<file path="src/rtl/hf_pkg.sv">
// hf_pkg: shared state encoding, default threshold and sizing helper for the HF demodulator
package hf_pkg;
    typedef enum logic [1:0] {IDLE, RUN, DRAIN} state_t;
    localparam int EDGE_DETECT_THRESHOLD = 5;
    function automatic int clog2(input int v);
        int r = 0;
        while ((1 << r) < v) r++;
        return r;
    endfunction
endpackage

</file>
<file path="src/rtl/hf_deriv_filter.sv">
// hf_deriv_filter: 4-deep sample history and 5-tap derivative, filt = (2*p4 + p3) - (2*x + p1)
module hf_deriv_filter
    import hf_pkg::*;
#(
    parameter int ADC_W = 8
)(
    input  logic                    osc_clk,
    input  logic                    reset,
    input  logic [ADC_W-1:0]        adc_d,
    output logic signed [ADC_W+2:0] filt
);
    logic [ADC_W-1:0] p1, p2, p3, p4;
    logic [ADC_W+2:0] pos, neg;

    always_ff @(negedge osc_clk) begin
        if (reset) begin
            {p1, p2, p3, p4} <= '0;
        end else begin
            p1 <= adc_d;
            p2 <= p1;
            p3 <= p2;
            p4 <= p3;
        end
    end

    // Both halves fit in ADC_W+2 bits, so the wrapped difference is the exact signed result.
    assign pos  = {2'b00, p4, 1'b0} + {3'b000, p3};
    assign neg  = {2'b00, adc_d, 1'b0} + {3'b000, p1};
    assign filt = $signed(pos - neg);
endmodule

</file>
<file path="src/rtl/hf_subcarrier_demod.sv">
// hf_subcarrier_demod: subcarrier load-modulation detector with framed SSP serialiser to the ARM
module hf_subcarrier_demod
    import hf_pkg::*;
#(
    parameter int ADC_W       = 8,
    parameter int SC_PERIOD   = 16,
    parameter int FRAME_BITS  = 8,
    parameter int RESET_PHASE = 3
)(
    input  logic             osc_clk,
    input  logic             reset,
    input  logic [ADC_W-1:0] adc_d,
    input  logic             listen_en,
    input  logic [ADC_W+2:0] threshold,
    output logic             curbit,
    output logic             ssp_clk,
    output logic             ssp_frame,
    output logic             ssp_din,
    output logic             busy
);
    localparam int CW = clog2(SC_PERIOD * FRAME_BITS);
    localparam int PW = clog2(SC_PERIOD);
    localparam int EW = ADC_W + 4;
    localparam logic [CW-1:0] LAST      = CW'(SC_PERIOD * FRAME_BITS - 1);
    localparam logic [CW-1:0] FRAME_ON  = CW'(SC_PERIOD / 2 - 1);
    localparam logic [CW-1:0] FRAME_OFF = CW'(SC_PERIOD + SC_PERIOD / 2 - 1);
    localparam logic [PW-1:0] EVAL      = PW'(RESET_PHASE);
    localparam logic [PW-1:0] HALF      = PW'(SC_PERIOD / 2);

    state_t                  state, next;
    logic [CW-1:0]           cnt;
    logic [PW-1:0]           phase;
    logic [ADC_W+2:0]        thr;
    logic signed [ADC_W+2:0] filt, fall_max, rise_min;
    logic signed [EW-1:0]    thr_s;
    logic                    hit, filt_pos;

    hf_deriv_filter #(.ADC_W(ADC_W)) u_filt (
        .osc_clk(osc_clk),
        .reset  (reset),
        .adc_d  (adc_d),
        .filt   (filt)
    );

    assign phase    = cnt[PW-1:0];
    assign thr_s    = $signed({1'b0, thr});
    assign hit      = (EW'(fall_max) > thr_s) && (EW'(rise_min) < -thr_s);
    assign filt_pos = !filt[ADC_W+2] && (filt != '0);

    // Draining only ends on the last count of a frame so the ARM never sees a truncated frame.
    always_comb begin
        next = (state == IDLE) ? (listen_en ? RUN : IDLE) :
               listen_en       ? RUN :
               (state == RUN)  ? ((cnt == '0) ? IDLE : DRAIN) :
                                 ((cnt == LAST) ? IDLE : DRAIN);
    end

    always_ff @(negedge osc_clk) begin
        if (reset) begin
            state    <= IDLE;
            busy     <= 1'b0;
            cnt      <= '0;
            thr      <= (ADC_W+3)'(EDGE_DETECT_THRESHOLD);
            fall_max <= '0;
            rise_min <= '0;
            {curbit, ssp_clk, ssp_frame, ssp_din} <= '0;
        end else begin
            state <= next;
            busy  <= (next != IDLE);
            if (next == IDLE) begin
                cnt      <= '0;
                fall_max <= '0;
                rise_min <= '0;
                {curbit, ssp_clk, ssp_frame, ssp_din} <= '0;
            end else if (state != IDLE) begin
                cnt <= cnt + 1'b1;
                if (phase == EVAL) begin
                    curbit   <= hit;
                    thr      <= threshold;
                    fall_max <= '0;
                    rise_min <= '0;
                end else if (filt_pos) begin
                    if (filt > fall_max) fall_max <= filt;
                end else if (filt < rise_min) begin
                    rise_min <= filt;
                end
                if (phase == '0) begin
                    ssp_clk <= 1'b1;
                    ssp_din <= curbit;
                end
                if (phase == HALF) ssp_clk <= 1'b0;
                if (cnt == FRAME_ON) ssp_frame <= 1'b1;
                if (cnt == FRAME_OFF) ssp_frame <= 1'b0;
            end
        end
    end
endmodule

</file>
<file path="config.mk">
export PLATFORM = sky130hd
export DESIGN_NAME = hf_subcarrier_demod
export DESIGN_NICKNAME = d
export VERILOG_FILES = /design/src/rtl/hf_pkg.sv /design/src/rtl/hf_deriv_filter.sv /design/src/rtl/hf_subcarrier_demod.sv
export SDC_FILE = /design/constraint.sdc
export NUM_CORES = 1
export LEC_CHECK = 0
export ABC_CLOCK_PERIOD_IN_PS = 13600
export BUFFER_PORTS_ARGS = -buffer_cell sky130_fd_sc_hd__buf_4
export CORE_UTILIZATION = 65
export DETAILED_ROUTE_END_ITERATION = 8
export GPL_TIMING_DRIVEN = 0
export PLACE_DENSITY = 0.83
export SYNTH_ARGS = -nofsm -noshare
export SYNTH_HDL_FRONTEND = slang
export SYNTH_HIERARCHICAL = 1
export SYNTH_SLANG_ARGS = --single-unit
</file>
<file path="constraint.sdc">
create_clock -name osc_clk -period 13.6 [get_ports osc_clk]
set_input_delay 0 -clock osc_clk [delete_from_list [all_inputs] [get_ports osc_clk]]
set_output_delay 0 -clock osc_clk [all_outputs]
set_load 0.01 [all_outputs]
</file>
==> summary.txt <==
Run status
  – Status: finished, final reports clean

Worst setup path
  – Setup slack on the worst flop-to-flop path: roughly 8600 ps
  – CP Capture Point: rise_min[3]
  – CP Depth: 17
  – Crit path required time: roughly 7000 ps
  – Number of cells on the worst reg-to-reg path: 17
  – Combined buffer and inverter count along the critical path: 3
  – Peak fanout along the critical path: 10
  – Worst setup path class: in2reg
  – Worst setup path start: adc_d[4]
  – Worst flop-to-flop path endpoint: rise_min[3]
  – Critical Path Start Type: input pin
  – Slowest-stage cell, CP: fa_1
  – Worst-path cell chain: buf_4, fa_1, fa_1, inv_1, ha_1, and3_2, a2111oi_4, o21ai_1, a21oi_1, ha_1, nand4_1, nor3_1, a21oi_1, or2_2, a211oi_1, buf_2, mux2i_1
  – Sort of element at the end of the critical path: flop
  – Worst path arrival time: ~4800 ps
  – Reg-to-Reg Start: u_filt/p3[5]
  – Delay-heaviest family, CP: adder cells
  – Worst path max stage delay: a little over 500 ps

Floorplan
  – Initial cell density of the core: 0.686
  – Area of the core: about 7000 µm²
  – I/O pin total: 27
  – Die area: between 7000 and 8000 µm²
  – Die width: roughly 88 µm
  – Die boundary height: 87.6 µm
  – Standard-cell row count: 30

Yosys
  – Main combinational cell family by area after synthesis: adder cells
  – Post-Synth Adder-Cell Area: 0.215
  – Post-Synth XOR/XNOR Area: 0.0386
  – Synth Area in Compound Gates: 0.0987
  – Post-synthesis instance total: ~540
  – Most used flip-flop cell after synthesis: dfxtp_1
  – Register bit count reported by yosys: slightly below 80
  – Post-Synth Simple-Gate Area: 0.177
  – Average cell area after synthesis: about 9 µm²
  – Cell area after synthesis: between 4000 and 5000 µm²
  – Number of flops mapped to enable cells by yosys: 0
  – Synth async-reset ratio: 0
  – Yosys warnings: 6
  – Unique cell type count in the Yosys netlist: 43
  – Net count after synthesis: between 600 and 700
  – Post-synthesis mux area share: 0.0651
  – Sequential fraction of the synthesis area: 0.332

Clock network
  – Number of instances resized during post-cts repair: 0
  – CTS tree: yes
  – Library cell used as clock root buffer: clkbuf_8
  – Hold bufs inserted after CTS: 0
  – Clock sink count: 79
  – Clk buf depth: 2
  – Depth of the CTS H-tree: 3
  – Clock slew at reported path FFs: roughly 40 ps
  – Skew-Pair Late Insertion Delay: 430 ps
  – Post CTS Setup Buffer Count: 0
  – Number of buffers created by CTS: 9

Global routing
  – Largest net degree at the start of global routing: 14
  – Vias in the first global route: 4122
  – GR Util All Layers: 0.284
  – Global-route wire length before repair: approximately 17000 µm
  – Number of antenna violations at the first check in global routing: 0
  – Global route total overflow: 0

Drt
  – Routed vias/inst: around 5.4
  – Post-Route WL: 10100 µm
  – Total DRC errors in the routed layout: 0
  – Via count of the routed design: about 4000
  – First-pass DRT Iterations: 7
  – Routed length per placed instance: between 10 and 15 µm
  – Iteration-0 DRC count of the detailed router: 265
  – Antenna-violating nets left: 0

Layout
  – Commonest cells after routing, fill and taps aside: inv_1 (151), dfxtp_1 (79), ha_1 (61)
  – Most common cell after layout, fill and taps aside: inv_1
  – Share of final-layout standard cells stronger than drive strength 1: 0.0904
  – Number of antenna diodes: 0
  – Fin nets: 745
  – P&R area growth vs syn: 16.7%

Timing
  – Slew at the pin closest to its max-slew limit: between 400 and 500 ps
  – Setup TNS: 0 ps
  – Setup skew after layout: about 40 ps
  – Setup repair after global routing missed its margin: no
  – Final Max Slew Viols: 0
  – Number of hold violations in the final report: 0
  – Setup violators final: 0
  – Tightest slew margin relative to the limit: 0.679

Place
  – # port buffers: 26
  – HPWL after DPL: ~7400 µm
  – Gp weighted congestion: just over 0.9

Hold path
  – Path category of the worst min-delay check: reg2reg

Power
  – Psw: 271 µW
  – Worst IR drop on VDD: around 0.11 mV
  – Switching power share of the total: 0.383
  – Clock power share: 0.386
  – Comb power frac: 0.264
  – Lkg Pwr: 0.00268 µW
  – Sequential cell fraction of total power: 0.350
  – Design internal power: 436 µW
  – Power Density: between 100 and 150 nW/µm²
  – Overall power consumption: between 700 and 800 µW

Flow run
  – Reported max-cap violation count: 0
==> layout make-up <==
class / instances / area, µm²
multi-input cells: 368 / 2830
well taps: 96 / 120
repair buffers: 26 / 195
fillers: 478 / 1380
flip-flops and latches: 79 / 1580
clock inverters: 85 / 364
plain buffers: 14 / 75.1
clock buffers: 9 / 124
inverters: 72 / 270
==> metrics by stage <==
stage	setup slack [ps]	util	hold WS [ps]	cell area, µm²	cells
6_report	2360	0.801	423	5560	749
5_1_grt	2040	0.801	446	5560	749
4_1_cts	2400	0.801	424	5560	749
3_5_place_dp	2030	0.732	429	5080	657
3_3_place_gp	2070	0.732	416	5080	657
2_1_floorplan	2730	-	414	4770	535
==> cells by family after synthesis <==
family	Yosys count
xor gates and xnor gates	21
DFF	79
buffers and inverters	88
muxes	31
and+or+nand+nor	171
adders and majority gates	74
AOI/OAI and AO/OA	71
==> worst min path at each step <==
stage	cells after the start	startpoint	to
global placement	1	u_filt/p2[0]	u_filt/p3[0]
CTS	1	u_filt/p2[1]	u_filt/p3[1]
global route	1	u_filt/p2[1]	u_filt/p3[1]
finish	1	u_filt/p2[1]	u_filt/p3[1]
floorplan	2	u_filt/p3[0]	u_filt/p4[0]
detailed placement	1	u_filt/p2[0]	u_filt/p3[0]
==> power groups by stage <==
stage          Sequential [µW]  Clock, µW  Combinational [µW]
4_1_cts                    247        283                 187
3_5_place_dp               251       36.3                 184
3_3_place_gp               250       36.3                 175
6_report                   247        273                 187
2_1_floorplan              249       36.3                 141
5_1_grt                    248        306                 214
==> routing by layer <==
| metal | track usage | part of all wire | vias to the layer above |
|---|---|---|---|
| met1 | 0.291 | 0.42 | 1865 |
| met4 | 0.204 | 0.032 | 0 |
| li1 | - | - | 2024 |
| met2 | 0.497 | 0.51 | 112 |
| met5 | 0 | 0 | - |
| met3 | 0.0792 | 0.046 | 29 |
==> flip-flops by register name (all words and copies together), names as in the netlist, 2 cells and up <==
register   count
rise_min      11
u_filt/p2      8
u_filt/p3      8
cnt            7
u_filt/p1      8
state          2
fall_max      11
thr           11
u_filt/p4      8
==> Yosys cell counts (2+ instances only) <==
| cell type | number | share of area |
|---|---|---|
| or3_1 | 4 | 0.0052 |
| nor2_1 | 35 | 0.028 |
| o311ai_0 | 2 | 0.0037 |
| nor4_1 | 4 | 0.0052 |
| nor2b_1 | 33 | 0.043 |
| nand2b_1 | 5 | 0.0066 |
| o2111ai_1 | 3 | 0.0055 |
| mux2i_1 | 31 | 0.065 |
| o21ai_0 | 15 | 0.016 |
| buf_2 | 6 | 0.0063 |
| dfxtp_1 | 79 | 0.33 |
| a21o_1 | 4 | 0.0063 |
| inv_1 | 74 | 0.058 |
| nand2_1 | 54 | 0.043 |
| a21oi_1 | 26 | 0.027 |
| o211ai_1 | 5 | 0.0079 |
| nand3_1 | 7 | 0.0074 |
| buf_6 | 2 | 0.0047 |
| a31oi_1 | 4 | 0.0052 |
| and3_1 | 2 | 0.0026 |
| clkbuf_1 | 6 | 0.0047 |
| fa_1 | 13 | 0.055 |
| nand4_1 | 11 | 0.014 |
| a211oi_1 | 3 | 0.0047 |
| ha_1 | 61 | 0.16 |
| xor2_1 | 9 | 0.017 |
| nor3_1 | 8 | 0.0084 |
| or2_2 | 3 | 0.0039 |
| xnor2_1 | 12 | 0.022 |
(Power assumes the default switching activity.)
